==> config.mk <==
export PLATFORM = sky130hd
export DESIGN_NAME = lut32_8_loader
export DESIGN_NICKNAME = d
export VERILOG_FILES = /design/src/rtl/lut_loader_pkg.sv /design/src/rtl/lut_ram32_8.sv /design/src/rtl/lut32_8_loader.sv
export SDC_FILE = /design/constraint.sdc
export NUM_CORES = 1
export LEC_CHECK = 0
export CAP_MARGIN = 20
export CORE_ASPECT_RATIO = 1.25
export CORE_UTILIZATION = 40
export DETAILED_ROUTE_END_ITERATION = 10
export SLEW_MARGIN = 10
export SYNTH_ARGS = -nofsm -noshare
export SYNTH_HDL_FRONTEND = slang
export SYNTH_SLANG_ARGS = --single-unit
==> constraint.sdc <==
create_clock -name clk -period 4.7 [get_ports clk]
set_input_delay 0.94 -clock clk [delete_from_list [all_inputs] [get_ports clk]]
set_output_delay 0.94 -clock clk [all_outputs]
set_load 0.01 [all_outputs]
==> src/rtl/lut_loader_pkg.sv <==
// lut_loader_pkg: shared sizes, types and FSM states for the run-time loaded 32x8 LUT
package lut_loader_pkg;
  localparam int WORDS  = 32;
  localparam int WIDTH  = 8;
  localparam int ADRS_W = 5;
  typedef logic [ADRS_W-1:0] lut_adrs_t;
  typedef logic [WIDTH-1:0]  lut_word_t;
  typedef logic [ADRS_W:0]   lut_count_t;
  localparam lut_count_t MAX_COUNT = lut_count_t'(WORDS);
  typedef enum logic [1:0] {IDLE, LOAD, DONE} loader_state_t;
endpackage

==> src/rtl/lut_ram32_8.sv <==
// lut_ram32_8: register-array table with async clear, one sync write port, one combinational read port
module lut_ram32_8
  import lut_loader_pkg::*;
(
  input  logic              clk,
  input  logic              reset_n,
  input  logic              we,
  input  logic [ADRS_W-1:0] wadrs,
  input  logic [WIDTH-1:0]  wdata,
  input  logic [ADRS_W-1:0] radrs,
  output logic [WIDTH-1:0]  rdata
);
  lut_word_t mem [WORDS];
  always_ff @(posedge clk or negedge reset_n)
    if (!reset_n) mem <= '{default: '0};
    else if (we) mem[wadrs] <= wdata;
  assign rdata = mem[radrs];
endmodule

==> src/rtl/lut32_8_loader.sv <==
// lut32_8_loader: byte-stream burst loader writing a 32x8 LUT at wrapping addresses, with combinational read
module lut32_8_loader
  import lut_loader_pkg::*;
(
  input  logic              clk,
  input  logic              reset_n,
  input  logic              i_start,
  input  logic [ADRS_W-1:0] i_base_adrs,
  input  logic [ADRS_W:0]   i_count,
  input  logic              i_abort,
  input  logic [WIDTH-1:0]  i_data,
  input  logic              i_data_valid,
  output logic              o_data_ready,
  output logic              o_busy,
  output logic              o_done,
  output logic              o_err,
  output logic [WIDTH-1:0]  o_checksum,
  input  logic [ADRS_W-1:0] adrs,
  output logic [WIDTH-1:0]  dout
);
  loader_state_t state;
  lut_adrs_t     ptr;
  lut_count_t    remaining;
  logic          accept;
  logic          legal;
  assign accept = o_data_ready && i_data_valid;
  assign legal  = i_count != '0 && i_count <= MAX_COUNT;
  always_ff @(posedge clk or negedge reset_n)
    if (!reset_n) begin
      state        <= IDLE;
      ptr          <= '0;
      remaining    <= '0;
      o_checksum   <= '0;
      o_data_ready <= 1'b0;
      o_busy       <= 1'b0;
      o_done       <= 1'b0;
      o_err        <= 1'b0;
    end else begin
      o_err <= 1'b0;
      case (state)
        IDLE: if (i_start) begin
          if (legal) begin
            state        <= LOAD;
            ptr          <= i_base_adrs;
            remaining    <= i_count;
            o_checksum   <= '0;
            o_data_ready <= 1'b1;
            o_busy       <= 1'b1;
          end else o_err <= 1'b1;
        end
        LOAD: begin
          if (accept) begin
            ptr        <= ptr + lut_adrs_t'(1);
            remaining  <= remaining - lut_count_t'(1);
            o_checksum <= o_checksum + i_data;
          end
          // abort wins over a simultaneous final byte: the byte lands but no done pulse
          if (i_abort) begin
            state        <= IDLE;
            o_data_ready <= 1'b0;
            o_busy       <= 1'b0;
          end else if (accept && remaining == lut_count_t'(1)) begin
            state        <= DONE;
            o_data_ready <= 1'b0;
            o_done       <= 1'b1;
          end
        end
        DONE: begin
          state  <= IDLE;
          o_busy <= 1'b0;
          o_done <= 1'b0;
        end
        default: state <= IDLE;
      endcase
    end
  lut_ram32_8 u_ram (
    .clk    (clk),
    .reset_n(reset_n),
    .we     (accept),
    .wadrs  (ptr),
    .wdata  (i_data),
    .radrs  (adrs),
    .rdata  (dout)
  );
endmodule
==> metrics.txt, run 1 <==
outcome complete, but fails checks; failing checks design-rule violations; total routing resource utilization after global routing between 20% and 30%; share of the synthesized area in the top cell type approximately 53%; Synth Area in Compound Gates about 3.7%; worst reg2reg setup slack roughly 1500 ps; final standard cell utilization of the core 47.0%; worst reg2reg startpoint state[1]; Max Fclk roughly 0.23 GHz; LEAKAGE approximately 6.9 nW; Clock Sink Count 281; Clock Tree Root sky130_fd_sc_hd__clkbuf_16; fill count around 2900; Layout area overhead 15.6%; share of flip-flops with an asynchronous set or reset after synthesis 100%; FF-to-FF path depth 7; vias in the first global route between 8000 and 9000; first-pass GRT wire length slightly above 50000 um; number of buffers inserted for hold repair after clock tree synthesis 0; Storage cell area 7030 sq um; category of the worst setup path launch point input pin; initial core utilization roughly two fifths; worst skew pair latency about 560 ps; biggest area consumer among synthesized cells sky130_fd_sc_hd__dfrtp_1; diode count 0; DR WL/cell 23.1 um; RSZ-0062 raised after global routing false; Yosys warnings 0; level count of the clock H-tree 1; input/output buffers between 40 and 50; period utilisation layout 91.4%; xor and xnor fraction of the mapped netlist area 0.263%; Initial DRT Pass Iterations 7; Min Clock Period, post-route between 4000 and 5000 ps; largest fanout of any net on the critical path 15; pin count of the biggest net entering global routing around 110; Rows 74; Inserted Clock Buffers 29; largest cells by area after synthesis sky130_fd_sc_hd__dfrtp_1 53%, sky130_fd_sc_hd__mux2_2 21%, sky130_fd_sc_hd__mux4_2 14%; final count of pins violating max slew 0; adder and majority gate portion of the synthesized area under 10%; post-detailed-route via-to-cell ratio ~5.6; horizontal extent of the die around 170 um; required time worst endpoint 3760 ps; Largest stage delay, worst path about 520 ps; class of the most critical setup path input pin to output port; most common flop cell mapped by yosys sky130_fd_sc_hd__dfrtp_1; clock slew at the register clock pins of the worst setup and hold paths roughly 60 ps; Synth Area in Simple Gates approximately 4.3%; DR vias about 7800; largest buffer count on any clock path 3; proportion of synthesized area in mux cells about a third; number of nets with antenna violations after detailed routing 0; Total Neg Setup Slack 0 ps; WL final 32400 um; Avg Inst Size Synth 14.7 sq um; final net count 1012; endpoint class of the critical path output port; end of the worst register-to-register path o_checksum[6]; Unique masters post-synth 52; transition time at the pin with the least slew margin approximately 1000 ps; library cell contributing the largest single delay on the critical path sky130_fd_sc_hd__mux4_2; largest clock skew in the final design ~7.3 ps; post-CTS setup repair buffer count 0; Max-Cap Viols 0; worst slew margin relative to its limit roughly a third; power per unit of standard cell area 576 nW/um^2; gr ovfl total 0; worst hold path class input pin to async pin; total DRC errors in the routed layout 4; data arrival at the endpoint of the critical path 3350 ps; final RePlAce weighted congestion 0.791; Post-DP HPWL 20500 um; final critical-path setup slack around 410 ps; pre-CTS setup slack ~360 ps; flip-flop and latch count after synthesis 281; count of routing violations after the opening detailed-route iteration 422; number of antenna violations at the first check in global routing 0; Syn Nets around 960; Worst VDD drop 0.317 mV; combinational family with the most area after synthesis multiplexers; EDFF count, synth 0; die height roughly 200 um; core box area approximately 33000 sq um; mapped cell area 13300 sq um; area occupied by multi-input gates ~6000 sq um; most frequently used cell type in the post-synthesis netlist sky130_fd_sc_hd__dfrtp_1; TritonCTS clock tree done; I/O pin count approximately 50; Die Outline Area ~34000 sq um; number of endpoints with negative hold slack in the final report 0; total of cells resized after clock tree synthesis 0; cell types with the highest counts after synthesis 281 x sky130_fd_sc_hd__dfrtp_1, 250 x sky130_fd_sc_hd__mux2_2, 80 x sky130_fd_sc_hd__mux4_2, 58 x sky130_fd_sc_hd__nand2_1, 40 x sky130_fd_sc_hd__clkbuf_1; synthesized instance count approximately 900; fraction of layout cells with a size suffix above 1 between 40% and 50%; total power between 0.008 and 0.009 W; ordered cell list for the critical path buf_4 -> buf_4 -> mux4_2 -> mux4_2 -> mux2_2 -> clkdlybuf4s50_1; sequential area share after synthesis 52.8%; # setup viols final 0
## flip-flops by register name, indices dropped and copies added (netlist names)
| signal | cells |
|---|---|
| o_busy | 1 |
| o_checksum | 8 |
| o_data_ready | 1 |
| o_done | 1 |
| o_err | 1 |
| ptr | 5 |
| remaining | 6 |
| state | 2 |
| u_ram.mem | 256 |
## per-layer routing
metal	track usage (%)	vias up	part of all wire, %
met3	2.29	51	2.5
met5	0	-	0
met2	34.8	116	51
met1	26.3	4144	43
li1	-	3503	-
met4	6.98	0	3.0
## layout make-up
cell class / instances / share of cell area, %
Clock buffer: 44 / 5.66
Inverter: 11 / 0.268
Tap cell: 418 / 3.40
Timing Repair Buffer: 83 / 5.30
Clock inverter: 10 / 0.707
Multi-Input combinational cell: 558 / 39.0
Sequential cell: 281 / 45.7
## critical path, delay by kind of cell
kind / cells / cell delay [ps]
muxes: 3 / 1340
buffers and inverters: 3 / 1060
## per-stage QoR
stage,hold WS [ps],instance area [sq um],std cells
5_1_grt,486,15400,1405
3_5_place_dp,469,14400,1351
6_report,416,15400,1405
3_3_place_gp,457,14400,1351
2_1_floorplan,445,13300,907
4_1_cts,447,15400,1405
## where the power goes
part | internal, W | switching (W) | leakage [nW]
logic | 0.00154 | 0.00101 | 2.78
registers | 0.00338 | 0.000571 | 3.69
clock network | 0.00139 | 0.000971 | 0.482
total | 0.00631 | 0.00256 | 6.95
## how the worst max path moves through the flow
stage / startpoint / to / slack, ps / cells past startpoint
after floorplan: adrs[1] / dout[0] / 1100 / 5
after global placement: adrs[0] / dout[0] / 390 / 6
after detailed placement: adrs[0] / dout[0] / 360 / 6
after CTS: adrs[0] / dout[0] / 370 / 6
after global routing: adrs[0] / dout[0] / 290 / 6
final: adrs[0] / dout[0] / 410 / 6
## placed cells by master, fill, tap and decap left out, types with 12 or more instances in the layout
cell type	n
sky130_fd_sc_hd__nor2_1	22
sky130_fd_sc_hd__o21ai_0	31
sky130_fd_sc_hd__ha_1	18
sky130_fd_sc_hd__dfrtp_1	281
sky130_fd_sc_hd__nand2_1	58
sky130_fd_sc_hd__clkbuf_16	29
sky130_fd_sc_hd__a21oi_1	12
sky130_fd_sc_hd__mux2_2	250
sky130_fd_sc_hd__mux4_2	80
sky130_fd_sc_hd__buf_4	30
sky130_fd_sc_hd__clkdlybuf4s50_1	45
## cells by family after synthesis
kind of cell / Yosys count
AOI/OAI and AO/OA: 79
xor gates and xnor gates: 4
adders and majority gates: 19
buffers and inverters: 68
DFF: 281
muxes: 334
and+or+nand+nor: 122
No activity file was read; power rests on OpenSTA's default activity.
==> inputs of run 2 (changes only) <==
PLACE_DENSITY_LB_ADDON = 0.05   (was unset)
==> run 2 against run 1 <==
The flow still finishes with violations (design-rule violations); setup slack got worse by 34 ps; first-iteration DRC count fell by 2.8%; fmax fell by 0.78%; via count rose by 2.2%; register-to-register slack got worse by 130 ps; clock power barely moved; global-route usage rose by 1.4 points; design area rose by 0.62%; largest power group unchanged.
==> metrics.txt, run 2 (synthesis results as in run 1) <==
outcome complete, but fails checks; failing checks design-rule violations; class of the most critical setup path input pin to output port; data arrival at the endpoint of the critical path about 3400 ps; endpoint class of the critical path output port; first-pass GRT wire length ~54000 um; Die Outline Area 34000 sq um; largest clock skew in the final design approximately 7.6 ps; Clock Sink Count 281; Inserted Clock Buffers 31; total DRC errors in the routed layout 4; leading cell types in the layout, fill and taps excluded 281 x sky130_fd_sc_hd__dfrtp_1, 250 x sky130_fd_sc_hd__mux2_2, 80 x sky130_fd_sc_hd__mux4_2; # setup viols final 0; fraction of met1 tracks used by global routing around 29%; number of nets with antenna violations after detailed routing 0; final RePlAce weighted congestion 0.760; required time worst endpoint about 3800 ps; number of flip-flops under the largest register name about 260; Max Fclk between 0.2 and 0.25 GHz; die height between 200 and 250 um; period utilisation layout between 90 and 100%; clock slew at the register clock pins of the worst setup and hold paths 60 ps; most flop-heavy register u_ram.mem; worst slew margin relative to its limit approximately a quarter; horizontal extent of the die approximately 170 um; Initial DRT Pass Iterations 7; largest registers in the final layout u_ram.mem (256), o_checksum (8), remaining (6); final net count a little over 1000; pre-CTS setup slack around 340 ps; input/output buffers between 40 and 50; largest buffer count on any clock path 3; largest fanout of any net on the critical path 17; worst hold path class input pin to async pin; power per unit of standard cell area 581 nW/um^2; I/O pin count ~50; Total Neg Setup Slack 0 ps; Post-DP HPWL around 23000 um; worst skew pair latency roughly 560 ps; ordered cell list for the critical path buf_4 -> buf_12 -> buf_12 -> mux4_2 -> mux4_2 -> mux2_2 -> clkdlybuf4s50_1; number of endpoints with negative hold slack in the final report 0; Layout area overhead 16.3%; LEAKAGE between 6 and 7 nW; count of routing violations after the opening detailed-route iteration slightly above 400; DR vias approximately 8000; TritonCTS clock tree done; diode count 0; Clock Tree Root sky130_fd_sc_hd__clkbuf_16; Worst VDD drop roughly 0.34 mV; post-CTS setup repair buffer count 0; level count of the clock H-tree 1; final critical-path setup slack 372 ps; transition time at the pin with the least slew margin between 1000 and 1500 ps; Max-Cap Viols 0; WL final around 35000 um; most common cell after layout, fill and taps aside sky130_fd_sc_hd__dfrtp_1; total of cells resized after clock tree synthesis 0; gr ovfl total 0; met2 usage a little over a third; vias in the first global route around 8800; category of the worst setup path launch point input pin; met3 Resource Use GR 2.25%; total routing resource utilization after global routing 21.6%; number of antenna violations at the first check in global routing 1; Largest stage delay, worst path between 500 and 600 ps; DR WL/cell around 25 um; Min Clock Period, post-route 4330 ps; library cell contributing the largest single delay on the critical path sky130_fd_sc_hd__clkdlybuf4s50_1; RSZ-0062 raised after global routing false; worst reg2reg setup slack 1410 ps; number of buffers inserted for hold repair after clock tree synthesis 0; initial core utilization ~41%; core box area 32800 sq um; post-detailed-route via-to-cell ratio between 5 and 6; pin count of the biggest net entering global routing 110; Rows between 70 and 80; fraction of layout cells with a size suffix above 1 42.5%; final count of pins violating max slew 0; gr busiest metal met2
==> run 2: final timing paths <==
check / startpoint / endpoint / cells after the start
max in group asynchronous: reset_n / u_ram.mem[169] / 2
min in group clk: u_ram.mem[183] / u_ram.mem[183] / 2
worst max register to register: state[1] / o_checksum[6] / 7
worst max-delay path: adrs[0] / dout[4] / 7
worst min-delay path: reset_n / u_ram.mem[230] / 1
worst min register to register: u_ram.mem[183] / u_ram.mem[183] / 2
==> run 2: where the power goes <==
part	leakage (nW)	total [W]	internal (W)	switching (W)
clock network	0.496	0.00237	0.00141	0.000965
registers	3.69	0.00397	0.00338	0.000586
logic	2.81	0.00266	0.00155	0.00111
==> run 2: cell type report <==
type                            count  area (sq um)
Multi-Input combinational cell    558          6000
Inverter                           11          41.3
Clock inverter                      8          75.1
Clock buffer                       49           933
Timing Repair Buffer               87           883
Sequential cell                   281          7030
Fill cell                        2899         17300
Tap cell                          418           523
==> run 2: through the flow <==
| step | instances | utilization, % | power [W] | cell area (sq um) | hold WS, ps |
|---|---|---|---|---|---|
| 2_1_floorplan | 907 | - | 0.00574 | 13300 | 445 |
| 3_3_place_gp | 1354 | 44.2 | 0.00652 | 14500 | 456 |
| 3_5_place_dp | 1354 | 44.2 | 0.00668 | 14500 | 467 |
| 4_1_cts | 1411 | 47.2 | 0.00911 | 15500 | 481 |
| 5_1_grt | 1412 | 47.3 | 0.00954 | 15500 | 505 |
| 6_report | 1412 | 47.3 | 0.00900 | 15500 | 450 |
==> run 2: per-layer routing <==
layer | vias to the layer above | routed length, um
li1 | 3514 | -
met4 | 0 | 964
met2 | 133 | 17300
met5 | - | 0
met1 | 4286 | 15300
met3 | 50 | 1030
==> run 2: critical path: cells and delay by family <==
family   cells  cell delay (ps)
buf+inv      4             1160
mux          3             1250
==> edit, RTL diff (flow settings as in run 2) <==
Change the package constant `WIDTH` from 8 to 10.
--- a/src/rtl/lut_loader_pkg.sv
+++ b/src/rtl/lut_loader_pkg.sv
@@ -3,3 +3,3 @@
   localparam int WORDS  = 32;
-  localparam int WIDTH  = 8;
+  localparam int WIDTH  = 10;
   localparam int ADRS_W = 5;
Interface: changed (resized dout, i_data and o_checksum); port bits go from 49 to 55. No check against the original RTL was run, so the function may have changed too.
==> edit against run 2 <==
Die area grew 22%. Combinational power grew 17%. Register-to-register slack gained 0.88 ns. Area after synthesis up 23%. Total power rose by 22%. Critical path type unchanged. Worst setup slack gained 0.048 ns. Routed wire length up 18%. Clock power grew 24%. Core utilization is 0.50 points lower. Design area increased by 21%. Sequential cell count increased by 66. Global-route usage is 0.88 points lower.
==> edit: results (changes against run 2) <==
result of the run finished, final reports clean (was finished, violations left); number of global-route vias before repair 9947 (was 8844); stage delay of the slowest cell on the critical path 0.55 ns (was 0.53 ns); Clock Path Buffers 3 (unchanged); average cell area after synthesis 15.05 µm² (was 14.69 µm²); Global Route Usage Sum 0.2072 (was 0.2160); synthesized net count 1136 (was 955); Net Sw Power 0.003113 W (was 0.002660 W); Clock Latency Late Sink 0.53 ns (was 0.56 ns); YS warnings 0 (unchanged); HPWL after detailed placement 26670 µm (was 23420 µm); cells resized by post-CTS repair 0 (unchanged); antenna violations before repair 0 (was 1); Max H-tree Level 2 (was 1); largest registers u_ram.mem: 320 flops, o_checksum: 10 flops, remaining: 6 flops (was u_ram.mem: 256 flops, o_checksum: 8 flops, remaining: 6 flops); final antenna-violating net count 0 (unchanged); TritonCTS Buffers 39 (was 31); skew final 0.009816 ns (was 0.007584 ns); maximum VDD drop 0.2567 mV (was 0.3394 mV); PortBufs 54 (was 48); largest fanout on the critical path 24 (was 17); Leakage 8.425 nW (was 6.994 nW); number of detailed-routing iterations run before antenna repair 4 (was 7); Placer Congestion 0.7442 (was 0.7603); Tightest Pin Transition 0.9137 ns (was 1.103 ns); layout cell share with drive strength beyond 1 0.4512 (was 0.4245); total setup violations reported at the end of the flow 0 (unchanged); fin nets 1185 (was 1018); sequential area share after synthesis 0.5317 (was 0.5278); global-route wire length before repair 64680 µm (was 54090 µm); register clock-pin slew on the reported worst setup and hold paths roughly 0.050 ns; antenna diode instance count 0 (unchanged); routed length on met2 20290 µm (was 17320 µm); Max Used Layer met4 (unchanged); initial detailed-routing violation count 456 (was 410); commonest cells in the synthesized netlist sky130_fd_sc_hd__dfrtp_1 (347), sky130_fd_sc_hd__mux2_2 (315), sky130_fd_sc_hd__mux4_2 (100) (was sky130_fd_sc_hd__dfrtp_1 (281), sky130_fd_sc_hd__mux2_2 (250), sky130_fd_sc_hd__mux4_2 (80)); cell chosen for the clock root sky130_fd_sc_hd__clkbuf_16 (unchanged); DR WL met3 1449 µm (was 1027 µm); class of the worst hold path flop to flop (was primary input to async pin); Post-CTS Setup Inserts 0 (unchanged); M1 wire length 18240 µm (was 15330 µm); per-cell via count in the routed design 5.487 (was 5.654); library cell contributing the largest single delay on the critical path sky130_fd_sc_hd__mux4_2 (was sky130_fd_sc_hd__clkdlybuf4s50_1); ys async rst share 1.000 (unchanged); pin count of the biggest net entering global routing 111 (was 110); average wire per cell in the routed design 23.99 µm (was 24.53 µm); count of distinct cell types in the synthesized netlist 48 (was 52); endpoint arrival time on the critical path 3.34 ns (was 3.39 ns); Area contributors post-synth sky130_fd_sc_hd__dfrtp_1 (53%), sky130_fd_sc_hd__mux2_2 (22%), sky130_fd_sc_hd__mux4_2 (14%) (was sky130_fd_sc_hd__dfrtp_1 (53%), sky130_fd_sc_hd__mux2_2 (21%), sky130_fd_sc_hd__mux4_2 (14%))
-- edit: changes by cell type in the layout (fill, tap and decap cells not counted), sizes merged, moves of 9 or more --
cell,delta
mux4,+20
clkbuf,+9
dfrtp,+66
nand2,-10
mux2,+65
-- edit: path summary, 6_finish.rpt --
kind	from	to	slack [ns]	cells past startpoint
max in group asynchronous	reset_n	o_checksum[2]	3.17	2
min in group asynchronous	reset_n	u_ram.mem[290]	0.50	1
max	adrs[0]	dout[6]	0.42	6
min reg2reg	u_ram.mem[211]	u_ram.mem[211]	0.48	2
max reg2reg	o_data_ready	u_ram.mem[37]	2.29	4
min	u_ram.mem[211]	u_ram.mem[211]	0.48	2
-- edit: area by class of cell --
type	count	area [µm²]
Fill cell	3599	21410
Sequential cell	347	8683
Multi-Input combinational cell	648	7278
Clock buffer	58	1160
Timing Repair Buffer	87	904.6
Tap cell	546	683.2
Clock inverter	6	55.05
Inverter	11	41.29
-- edit: cell families (layout without fill, tap and decap cells) --
group	count (synthesis)	in the layout	synth area share
buffers and inverters	90	162	0.02291
xor gates and xnor gates	6	6	0.003218
and+or+nand+nor	116	116	0.03509
AOI/OAI and AO/OA	87	87	0.03371
adders and majority gates	20	20	0.01578
muxes	419	419	0.3576
DFF	347	347	0.5317
-- edit: power by group through the flow --
stage | Sequential (W) | Clock [W] | Combinational (W)
after detailed placement | 0.00494 | 0 | 0.00315
after floorplan | 0.00465 | 0 | 0.00242
after global placement | 0.00497 | 0 | 0.00307
final | 0.00490 | 0.00295 | 0.00312
after global routing | 0.00506 | 0.00315 | 0.00341
after CTS | 0.00489 | 0.00304 | 0.00316
-- edit: routing by layer --
layer | up-vias | global-route usage
li1 | 4142 | -
met2 | 176 | 0.3438
met1 | 4973 | 0.2845
met4 | 0 | 0.05383
met5 | - | 0
met3 | 53 | 0.03033
-- edit: critical path, delay by kind of cell --
family                 cells  cell delay (ns)
buffers and inverters      3             0.96
muxes                      3             1.41
-- edit: metrics by stage --
step	instances	power [W]	util	cell area (µm²)	worst slack, ns
2_1_floorplan	1085	0.007071	-	16330	1.179
3_3_place_gp	1639	0.008039	0.4374	17590	0.4125
3_5_place_dp	1639	0.008093	0.4374	17590	0.3948
4_1_cts	1703	0.01110	0.4676	18810	0.3884
5_1_grt	1703	0.01161	0.4676	18810	0.3196
6_report	1703	0.01096	0.4676	18810	0.4199
